[config.mk]
export PLATFORM = sky130hd
export DESIGN_NAME = mc_control_unit
export DESIGN_NICKNAME = d
export VERILOG_FILES = /design/src/rtl/riscv_cu_pkg.sv /design/src/rtl/cu_alu_decode.sv /design/src/rtl/mc_control_unit.sv
export SDC_FILE = /design/constraint.sdc
export NUM_CORES = 1
export LEC_CHECK = 0
export ABC_AREA = 1
export BUFFER_PORTS_ARGS = -buffer_cell sky130_fd_sc_hd__buf_2
export CORE_UTILIZATION = 34
export DETAILED_ROUTE_END_ITERATION = 16
export PLACE_DENSITY = 0.69
export SYNTH_ARGS = -nofsm -noshare
export SYNTH_HDL_FRONTEND = slang
export SYNTH_SLANG_ARGS = --single-unit
[constraint.sdc]
create_clock -name clk -period 1.8 [get_ports clk]
set_input_delay 0.09 -clock clk [delete_from_list [all_inputs] [get_ports clk]]
set_output_delay 0.09 -clock clk [all_outputs]
set_load 0.1 [all_outputs]
[src/rtl/riscv_cu_pkg.sv]
// Shared definitions for the multi-cycle RV32I control unit.
// Holds the opcode constants, the 4-bit state encoding, writeback/PC mux
// select encodings, ALU operation codes, the ALU decode class used by
// cu_alu_decode, and the bundle of registered datapath controls.
package riscv_cu_pkg;

    localparam logic [6:0] OP_R      = 7'b0110011;
    localparam logic [6:0] OP_I      = 7'b0010011;
    localparam logic [6:0] OP_LUI    = 7'b0110111;
    localparam logic [6:0] OP_LOAD   = 7'b0000011;
    localparam logic [6:0] OP_STORE  = 7'b0100011;
    localparam logic [6:0] OP_BRANCH = 7'b1100011;
    localparam logic [6:0] OP_JAL    = 7'b1101111;

    typedef enum logic [3:0] {
        S_IDLE     = 4'd0,
        S_FETCH    = 4'd1,
        S_DECODE   = 4'd2,
        S_EXEC_R   = 4'd3,
        S_EXEC_I   = 4'd4,
        S_WB_ALU   = 4'd5,
        S_WB_LUI   = 4'd6,
        S_MEM_ADDR = 4'd7,
        S_MEM_RD   = 4'd8,
        S_MEM_WR   = 4'd9,
        S_WB_MEM   = 4'd10,
        S_BRANCH   = 4'd11,
        S_JAL      = 4'd12,
        S_HALT     = 4'd13
    } state_e;

    localparam logic [1:0] W_ALU = 2'b00;
    localparam logic [1:0] W_IMM = 2'b01;
    localparam logic [1:0] W_MEM = 2'b10;
    localparam logic [1:0] W_PC4 = 2'b11;

    localparam logic [1:0] PC_SEQ = 2'b00;
    localparam logic [1:0] PC_BR  = 2'b01;
    localparam logic [1:0] PC_JMP = 2'b10;

    localparam logic [3:0] ALU_ADD = 4'b0000;
    localparam logic [3:0] ALU_SUB = 4'b1000;

    // Which rule the ALU decoder applies for the state being entered.
    typedef enum logic [2:0] {
        CLS_NONE = 3'd0,
        CLS_R    = 3'd1,
        CLS_I    = 3'd2,
        CLS_ADD  = 3'd3,
        CLS_SUB  = 3'd4
    } alu_cls_e;

    // Single-bit and mux controls that are registered together.
    typedef struct packed {
        logic       rs2_imm_s;
        logic [1:0] w_data_s;
        logic       reg_write;
        logic       ir_write;
        logic       pc_write;
        logic [1:0] pc_src;
        logic       mem_read;
        logic       mem_write;
    } ctrl_t;

endpackage

[src/rtl/cu_alu_decode.sv]
// Combinational ALU operation decoder.
// Ports:
//   cls_i        - decode rule for the state being entered
//   funct3_i     - IR[14:12]
//   funct7_b5_i  - IR[30], selects SUB/SRA variants
//   alu_op_o     - ALU operation, zero-extended to ALUOP_W
module cu_alu_decode
    import riscv_cu_pkg::*;
#(
    parameter int ALUOP_W = 4
) (
    input  alu_cls_e           cls_i,
    input  logic [2:0]         funct3_i,
    input  logic               funct7_b5_i,
    output logic [ALUOP_W-1:0] alu_op_o
);

    logic [3:0] op4;

    // Immediate ops only honour funct7[5] for the shift-right encoding,
    // because for every other I-type funct3 those bits are immediate data.
    always_comb begin
        op4 = ALU_ADD;
        case (cls_i)
            CLS_R:   op4 = {funct7_b5_i, funct3_i};
            CLS_I:   op4 = (funct3_i == 3'b101) ? {funct7_b5_i, funct3_i}
                                                 : {1'b0, funct3_i};
            CLS_SUB: op4 = ALU_SUB;
            default: op4 = ALU_ADD;
        endcase
        alu_op_o = ALUOP_W'(op4);
    end

endmodule

[src/rtl/mc_control_unit.sv]
// Multi-cycle RV32I control FSM.
// Drives the PC/IR/regfile/ALU/data-memory datapath from IR decode fields.
// Ports:
//   clk, rst_n            - clock, asynchronous active-low reset
//   opcode/funct3/funct7  - IR decode fields (stable DECODE..next FETCH)
//   branch_taken          - comparator result, used combinationally in BRANCH
//   mem_ready             - data memory access completes this cycle
//   alu_op, rs2_imm_s     - ALU operation and B-operand source
//   w_data_s, reg_write   - writeback source and enable
//   ir_write, pc_write, pc_src - fetch / PC update controls
//   mem_read, mem_write   - data memory requests
//   illegal, timeout      - sticky halt causes
//   state_o               - current state (debug)
module mc_control_unit
    import riscv_cu_pkg::*;
#(
    parameter int ALUOP_W       = 4,
    parameter bit USE_MEM_READY = 1'b1,
    parameter int WAIT_LIMIT    = 15
) (
    input  logic               clk,
    input  logic               rst_n,
    input  logic [6:0]         opcode,
    input  logic [2:0]         funct3,
    input  logic [6:0]         funct7,
    input  logic               branch_taken,
    input  logic               mem_ready,
    output logic [ALUOP_W-1:0] alu_op,
    output logic               rs2_imm_s,
    output logic [1:0]         w_data_s,
    output logic               reg_write,
    output logic               ir_write,
    output logic               pc_write,
    output logic [1:0]         pc_src,
    output logic               mem_read,
    output logic               mem_write,
    output logic               illegal,
    output logic               timeout,
    output logic [3:0]         state_o
);

    state_e             state_q, state_d;
    ctrl_t              ctrl_q, ctrl_d;
    logic [ALUOP_W-1:0] alu_op_q, alu_op_d;
    logic               illegal_q, illegal_d;
    logic               timeout_q, timeout_d;
    logic [7:0]         wait_q, wait_d;
    alu_cls_e           alu_cls;
    logic               mem_done;
    logic               wait_hit;
    logic               funct7_unused;

    assign funct7_unused = ^{funct7[6], funct7[4:0]};

    // Without a handshake every memory state is a single cycle.
    assign mem_done = !USE_MEM_READY || mem_ready;
    assign wait_hit = (wait_q == 8'(WAIT_LIMIT));

    cu_alu_decode #(.ALUOP_W(ALUOP_W)) u_alu_decode (
        .cls_i       (alu_cls),
        .funct3_i    (funct3),
        .funct7_b5_i (funct7[5]),
        .alu_op_o    (alu_op_d)
    );

    always_ff @(posedge clk or negedge rst_n) begin
        if (!rst_n) begin
            state_q   <= S_IDLE;
            ctrl_q    <= '0;
            alu_op_q  <= '0;
            illegal_q <= 1'b0;
            timeout_q <= 1'b0;
            wait_q    <= '0;
        end else begin
            state_q   <= state_d;
            ctrl_q    <= ctrl_d;
            alu_op_q  <= alu_op_d;
            illegal_q <= illegal_d;
            timeout_q <= timeout_d;
            wait_q    <= wait_d;
        end
    end

    // Next state first, then controls decoded from that next state so the
    // registered outputs line up with the cycle the state is occupied.
    // The wait counter defaults to zero, which clears it on every entry to
    // a memory state; a ready on the limit cycle still completes normally.
    always_comb begin
        state_d   = state_q;
        illegal_d = illegal_q;
        timeout_d = timeout_q;
        wait_d    = '0;
        ctrl_d    = '0;
        alu_cls   = CLS_NONE;

        case (state_q)
            S_IDLE:   state_d = S_FETCH;
            S_FETCH:  state_d = S_DECODE;
            S_DECODE: begin
                case (opcode)
                    OP_R:               state_d = S_EXEC_R;
                    OP_I:               state_d = S_EXEC_I;
                    OP_LUI:             state_d = S_WB_LUI;
                    OP_LOAD, OP_STORE:  state_d = S_MEM_ADDR;
                    OP_BRANCH:          state_d = S_BRANCH;
                    OP_JAL:             state_d = S_JAL;
                    default: begin
                        state_d   = S_HALT;
                        illegal_d = 1'b1;
                    end
                endcase
            end
            S_EXEC_R, S_EXEC_I: state_d = S_WB_ALU;
            S_MEM_ADDR: state_d = (opcode == OP_LOAD) ? S_MEM_RD : S_MEM_WR;
            S_MEM_RD, S_MEM_WR: begin
                if (mem_done) begin
                    state_d = (state_q == S_MEM_RD) ? S_WB_MEM : S_FETCH;
                end else if (wait_hit) begin
                    state_d   = S_HALT;
                    timeout_d = 1'b1;
                end else begin
                    wait_d = wait_q + 8'd1;
                end
            end
            S_WB_ALU, S_WB_LUI, S_WB_MEM, S_BRANCH, S_JAL: state_d = S_FETCH;
            S_HALT:   state_d = S_HALT;
            default:  state_d = S_IDLE;
        endcase

        case (state_d)
            S_FETCH: begin
                ctrl_d.ir_write = 1'b1;
                ctrl_d.pc_write = 1'b1;
                ctrl_d.pc_src   = PC_SEQ;
            end
            S_EXEC_R: alu_cls = CLS_R;
            S_EXEC_I: begin
                ctrl_d.rs2_imm_s = 1'b1;
                alu_cls          = CLS_I;
            end
            S_WB_ALU: begin
                ctrl_d.reg_write = 1'b1;
                ctrl_d.w_data_s  = W_ALU;
            end
            S_WB_LUI: begin
                ctrl_d.reg_write = 1'b1;
                ctrl_d.w_data_s  = W_IMM;
            end
            S_MEM_ADDR: begin
                ctrl_d.rs2_imm_s = 1'b1;
                alu_cls          = CLS_ADD;
            end
            S_MEM_RD: ctrl_d.mem_read  = 1'b1;
            S_MEM_WR: ctrl_d.mem_write = 1'b1;
            S_WB_MEM: begin
                ctrl_d.reg_write = 1'b1;
                ctrl_d.w_data_s  = W_MEM;
            end
            S_BRANCH: begin
                alu_cls       = CLS_SUB;
                ctrl_d.pc_src = PC_BR;
            end
            S_JAL: begin
                ctrl_d.reg_write = 1'b1;
                ctrl_d.w_data_s  = W_PC4;
                ctrl_d.pc_write  = 1'b1;
                ctrl_d.pc_src    = PC_JMP;
            end
            default: ;
        endcase
    end

    assign alu_op    = alu_op_q;
    assign rs2_imm_s = ctrl_q.rs2_imm_s;
    assign w_data_s  = ctrl_q.w_data_s;
    assign reg_write = ctrl_q.reg_write;
    assign ir_write  = ctrl_q.ir_write;
    // The branch decision arrives during BRANCH itself, so it bypasses the register.
    assign pc_write  = ctrl_q.pc_write | ((state_q == S_BRANCH) & branch_taken);
    assign pc_src    = ctrl_q.pc_src;
    assign mem_read  = ctrl_q.mem_read;
    assign mem_write = ctrl_q.mem_write;
    assign illegal   = illegal_q;
    assign timeout   = timeout_q;
    assign state_o   = state_q;

endmodule

==> run metrics, run 1 <==
Worst Setup SP=wait_q[0]; Final setup viols=0; Synth top area share=45.05%; I/O pin total=41; r2r setup slk=0.08 ns; Port Buffers=34; Max-cap violations=0; critical path endpoint category=flop; root buf cell=clkbuf_8; Total Routing Usage GR=12.77%; post-synthesis net count=219; # DRC=0; HPWL Detailed=2241 µm; clock input transition at the sequential cells of the worst setup and hold paths=0.09 ns; via count=1,356; CTS Buffer Depth=2; worst endpoint required time=2.01 ns; Cell Area, Synth=0.001555 mm²; Fin. Hold Viols=0; routed length per instance=10.55 µm; most used flip-flop cell after synthesis=dfrtp_1; DRT iter0 DRCs=80; Max Clock Freq=0.5823 GHz; Setup WS post-layout=0.08262 ns; Post-Synthesis Cells=197; unrepaired setup endpoints after global routing=yes; antenna viol nets, final=0; final core utilization=46.86%; status=complete, no violations; Final Max Tran Viols=0; CTS H-Tree Depth=1; initial core utilization=35.47%; die area=0.004849 mm²; worst r2r dst=alu_op[2]; synthesis-stage register bit count=28; number of cells on the worst hold path=3; final net count=266; num rows=24; Slew headroom=59.70%; leakage=1.083 nW; Die H=69.64 µm; Pwr per Cell Area=1906 mW/mm²; Die W=69.64 µm; WL final=3113 µm; Register Area=710.7 µm²; fill count=428; Hold EP=alu_op[3]; multi-input logic area=818.3 µm²; CP Data Arrival Time=1.93 ns; hold_sp=funct7[5]; Fin Hold WS=0.02031 ns; Core ar.=0.004384 mm²; clock latency on the worst-skew pair=0.27 ns; critical path class=reg2reg; critical-path maximum fanout=5; share of cells above drive strength 1=39.51%; Total Power=3.916 mW; largest net degree at the start of global routing=29; Ys Warns=0; CP Launch Type=flop; initial antenna violation count=0; CTS tree=built; area grow syn2layout=32.10%; min Tclk post-route=1.717 ns; clock sink count=28; EDFF count, synth=0; pre-CTS WS=0.03202 ns; first-pass GRT wire length=5147 µm; peak supply drop=1.509 mV; distinct cell type count after synthesis=29; syn avg cell area=7.895 µm²; Tcrit/Tclk final=95.41%; slew of the pin with the lowest slew margin=0.6045 ns; FFs w/ async S/R, synth=100.0%; DR pass1 iterations=4; Reg2Reg Depth=10; Setup TNS=0 ns; vias per inst=4.597; Hold Crit Class=in2reg; ranking of synthesized cells by area=dfrtp_1 45%, nand2_1 10%, nor2_1 8.2%, inv_1 6.3%, nand3_1 3.2%; diode count=0; TritonCTS buffer count=3; Worst Skew=0.005233 ns; total congestion overflow=0; R2R Path Start=wait_q[0]; Synth area leader=dfrtp_1; sequential area share after synthesis=45.05%; vias in the first global route=1,266; Final Wtd Congestion=0.7729
report_power, final:
part	total [mW]	internal [mW]	switching, mW
logic	2.49	0.602	1.89
clock network	0.487	0.298	0.189
registers	0.940	0.800	0.140
total	3.92	1.70	2.22
metal layers:
metal / share of wire [%] / GRT usage (%) / vias up / wire length, µm
met3: 3.1 / 2.326 / 2 / 97
met2: 51 / 22.76 / 19 / 1583
li1: - / - / 704 / -
met5: 0 / 0 / - / 0
met4: 0.32 / 2.667 / 0 / 10
met1: 46 / 16.14 / 631 / 1420
final cells by class:
cell class                      instances  area share [%]
Clock inverter                          1           1.462
Clock buffer                            3           2.010
Tap cell                               52           3.167
Inverter                               30           5.603
Multi-Input combinational cell        134           39.83
Timing Repair Buffer                   47           13.34
Sequential cell                        28           34.59
cell families (layout without fill, tap and decap cells):
| group | Yosys count | in the layout | share of synthesized area [%] |
|---|---|---|---|
| adder cells (fa/ha/maj) | 1 | 1 | 0.8044 |
| AO/OA/AOI/OAI | 16 | 16 | 6.758 |
| buffers and inverters | 35 | 81 | 9.654 |
| XOR/XNOR | 2 | 2 | 1.127 |
| AND/OR/NAND/NOR | 115 | 115 | 36.61 |
| flip-flops | 28 | 28 | 45.05 |
cells in the final DEF, fill, tap and decap left out, types with 7 or more instances in the layout:
master   instances
nand2_1         39
buf_2           34
nor2_1          28
inv_1           25
dfrtp_1         24
buf_4           11
nand3_1          9
nor2_4           8
nand2_2          7
nor2_2           7
stage by stage:
stage	instances	instance area, µm²
3_3_place_gp	280	1785
5_1_grt	295	2054
6_report	295	2054
2_1_floorplan	197	1577
4_1_cts	285	1867
3_5_place_dp	280	1785
what timing repair did:
action                                 4_1_cts  5_1_grt
hold buffers                                 1        0
setup buffers                                0       10
gates resized for setup                      0       26
endpoints found under the hold margin       28        0
setup endpoints to repair                    0       12
worst max path at each step:
stage	to	slack, ns	cells past startpoint
after floorplan	alu_op[0]	-0.07	13
after global placement	alu_op[2]	0.04	10
after detailed placement	alu_op[1]	0.03	10
after CTS	alu_op[2]	0.02	10
after global routing	alu_op[2]	-0.06	10
final	alu_op[2]	0.08	10
worst max-delay path: stages (launching register included):
cell     delay, ns
dfrtp_1       0.41
ha_4          0.17
nand3_4       0.09
nor2_4        0.12
nor2_1        0.06
o21ai_2       0.17
nand3_2       0.16
nor2_4        0.20
nand2_2       0.06
and2_4        0.16
nor2_2        0.07
Yosys cell counts, drive strengths merged (2+ instances only):
cell type	n
xor2	2
nor2	43
nand3	14
buf	5
nor3	5
inv	30
nand4	3
nand2	47
dfrtp	28
nor3b	2
o21ai	8
a21oi	2
state kept, by name (all words and copies together), names as in the netlist:
register and count:
alu_op 4, ctrl_q 1, illegal 1, ir_write 1, mem_read 1, mem_write 1, pc_src 2, reg_write 1
rs2_imm_s 1, state_o 4, timeout 1, w_data_s 2, wait_q 8
(Power assumes the default switching activity.)
==> run 2: changes to the inputs <==
--- a/config.mk
+++ b/config.mk
@@ -7,9 +7,9 @@
 export LEC_CHECK = 0
 export ABC_AREA = 1
 export BUFFER_PORTS_ARGS = -buffer_cell sky130_fd_sc_hd__buf_2
-export CORE_UTILIZATION = 34
+export CORE_UTILIZATION = 25
 export DETAILED_ROUTE_END_ITERATION = 16
-export PLACE_DENSITY = 0.69
+export PLACE_DENSITY = 0.56
 export SYNTH_ARGS = -nofsm -noshare
 export SYNTH_HDL_FRONTEND = slang
 export SYNTH_SLANG_ARGS = --single-unit
==> run metrics, run 2 (synthesis gave the netlist of run 1 again) <==
TritonCTS buffer count=3 (unchanged); critical path endpoint category=flop; Fin. Hold Viols=0 (unchanged); Final Max Tran Viols=0 (unchanged); largest net degree at the start of global routing=29 (unchanged); number of cells on the worst hold path=3 (unchanged); largest stage delay on the critical path=0.54 ns (+0.13 ns); clock sink count=28 (unchanged); CTS tree=built; pre-CTS WS=0.02378 ns (-0.008246 ns); vias in the first global route=1,259 (-0.55%); root buf cell=clkbuf_8; status=complete, no violations; Largest Register=wait_q; Hold Crit Class=in2reg; DR pass1 iterations=4 (unchanged); slew of the pin with the lowest slew margin=0.6045 ns (-0.000008404 ns); Final setup viols=0 (unchanged); multi-input logic area=819.5 µm² (+0.15%); initial antenna violation count=0 (unchanged); Max Clock Freq=0.5890 GHz (+1.2%); hold_sp=funct7[5]; worst endpoint required time=1.97 ns (-0.04 ns); Total Power=3.916 mW (about the same); leakage=1.078 nW (-0.45%); Die W=80.88 µm (+16%); critical-path maximum fanout=6 (+1); Core ar.=0.005956 mm² (+36%); post-route cell area=0.002077 mm² (+1.1%); CP Data Arrival Time=1.87 ns (-0.06 ns); Tcrit/Tclk final=94.32% (-1.1 points); diode count=0 (unchanged); slowest CP cell=dfrtp_4; Register Area=710.7 µm² (unchanged); CTS H-Tree Depth=1 (unchanged); Total Routing Usage GR=10.24% (-2.5 points); CP Launch Type=flop; R2R Path Start=state_o[0]; # DRC=0 (unchanged); total congestion overflow=0 (unchanged); min Tclk post-route=1.698 ns (-0.01966 ns); Pwr per Cell Area=1886 mW/mm² (-1.1%); first-pass GRT wire length=5250 µm (+2.0%); Reg2Reg Depth=8 (-2); most frequent cells in the layout=40 x nand2_1, 34 x buf_2, 30 x nor2_1, 25 x inv_1, 24 x dfrtp_1; antenna viol nets, final=0 (unchanged); CP top delay family=simple AND/OR/NAND/NOR gates; Final Wtd Congestion=0.7571 (-2.0%); placed cell area=0.001829 mm² (+2.5%); most common cell after layout, fill and taps aside=nand2_1; area grow syn2layout=33.55%; DRT iter0 DRCs=57 (-29%); Hold EP=alu_op[3]; via count=1,342 (-1.0%); worst path bufs/invs=1 (+1); initial core utilization=26.11% (-9.4 points); non-filler cells in the finished layout=317 (+7.5%); share of cells above drive strength 1=38.43% (-1.1 points); max reg flops=8 (unchanged); Die H=80.88 µm (+16%); num rows=28 (+17%); vias per inst=4.233 (-7.9%); clock input transition at the sequential cells of the worst setup and hold paths=0.09 ns (about the same); Setup TNS=0 ns (unchanged); Setup WS post-layout=0.1023 ns (+0.01966 ns); HPWL Detailed=2430 µm (+8.4%); Max-cap violations=0 (unchanged); final net count=265 (-0.38%); Worst Skew=0.001530 ns (-0.003703 ns); clock latency on the worst-skew pair=0.27 ns (about the same); CTS Buffer Depth=2 (unchanged); unrepaired setup endpoints after global routing=yes; I/O pin total=41 (unchanged); Cells after DPL=305 (+8.9%); worst-path cell chain=buf_4, a211oi_2, nor3b_2, nand2_2, nor2_2, nand3_1, and2_4, nor2_4; fill count=652 (+52%); Port Buffers=34 (unchanged); r2r setup slk=0.10 ns (+0.02 ns); peak supply drop=1.040 mV (-31%); die area=0.006541 mm² (+35%); routed length per instance=9.962 µm (-5.6%); worst r2r dst=alu_op[0]; Slew headroom=59.70% (about the same); critical path class=reg2reg; WL final=3158 µm (+1.4%)
run 2: power breakdown:
part           total, mW  internal (mW)  switching, mW
registers          0.928          0.800          0.128
clock network      0.488          0.297          0.191
logic               2.50          0.613           1.89
total               3.92           1.71           2.21
run 2: worst max-delay path by stage:
stage | slack [ns] | start | endpoint | depth (start not counted)
after global placement | 0.04 | wait_q[0] | alu_op[1] | 10
after global routing | -0.03 | state_o[1] | alu_op[0] | 10
after detailed placement | 0.02 | wait_q[0] | alu_op[0] | 10
final | 0.10 | state_o[0] | alu_op[0] | 8
after floorplan | -0.07 | state_o[0] | alu_op[0] | 13
after CTS | 0.003 | wait_q[0] | alu_op[0] | 10
run 2: routing by layer:
metal	wire [µm]	GRT usage [%]	part of all wire (%)
met1	1416	12.49	45
met2	1633	18.49	52
met3	95	1.685	3.0
met4	13	2.679	0.41
met5	0	0	0
run 2: final cells by class:
| type | count | area share (%) |
|---|---|---|
| tap | 75 | 4.518 |
| clock inverter | 1 | 1.446 |
| multi-input combinational | 134 | 39.46 |
| sequential | 28 | 34.22 |
| timing repair buffer | 46 | 12.83 |
| inverter | 30 | 5.542 |
| clock buffer | 3 | 1.988 |
run 2: through the flow:
step / utilization [%] / hold WS (ns)
floorplan: - / -0.2056
detailed placement: 30.71 / 0.1420
finish: 34.87 / 0.009204
global placement: 30.71 / 0.1383
global route: 34.87 / 0.02585
CTS: 32.08 / 0.001579
run 2: what timing repair did:
item / in CTS / in global routing
hold buffers: 1 / 0
pin swaps: 1 / 10
setup endpoints to repair: 2 / 13
gates resized for setup: 0 / 25
hold endpoints to repair: 28 / 0
setup buffers: 0 / 7
run 2: tightest hold or removal path: stages:
cell and delay, ns:
buf_2 0.07, nand2_1 0.04, nand2_1 0.04
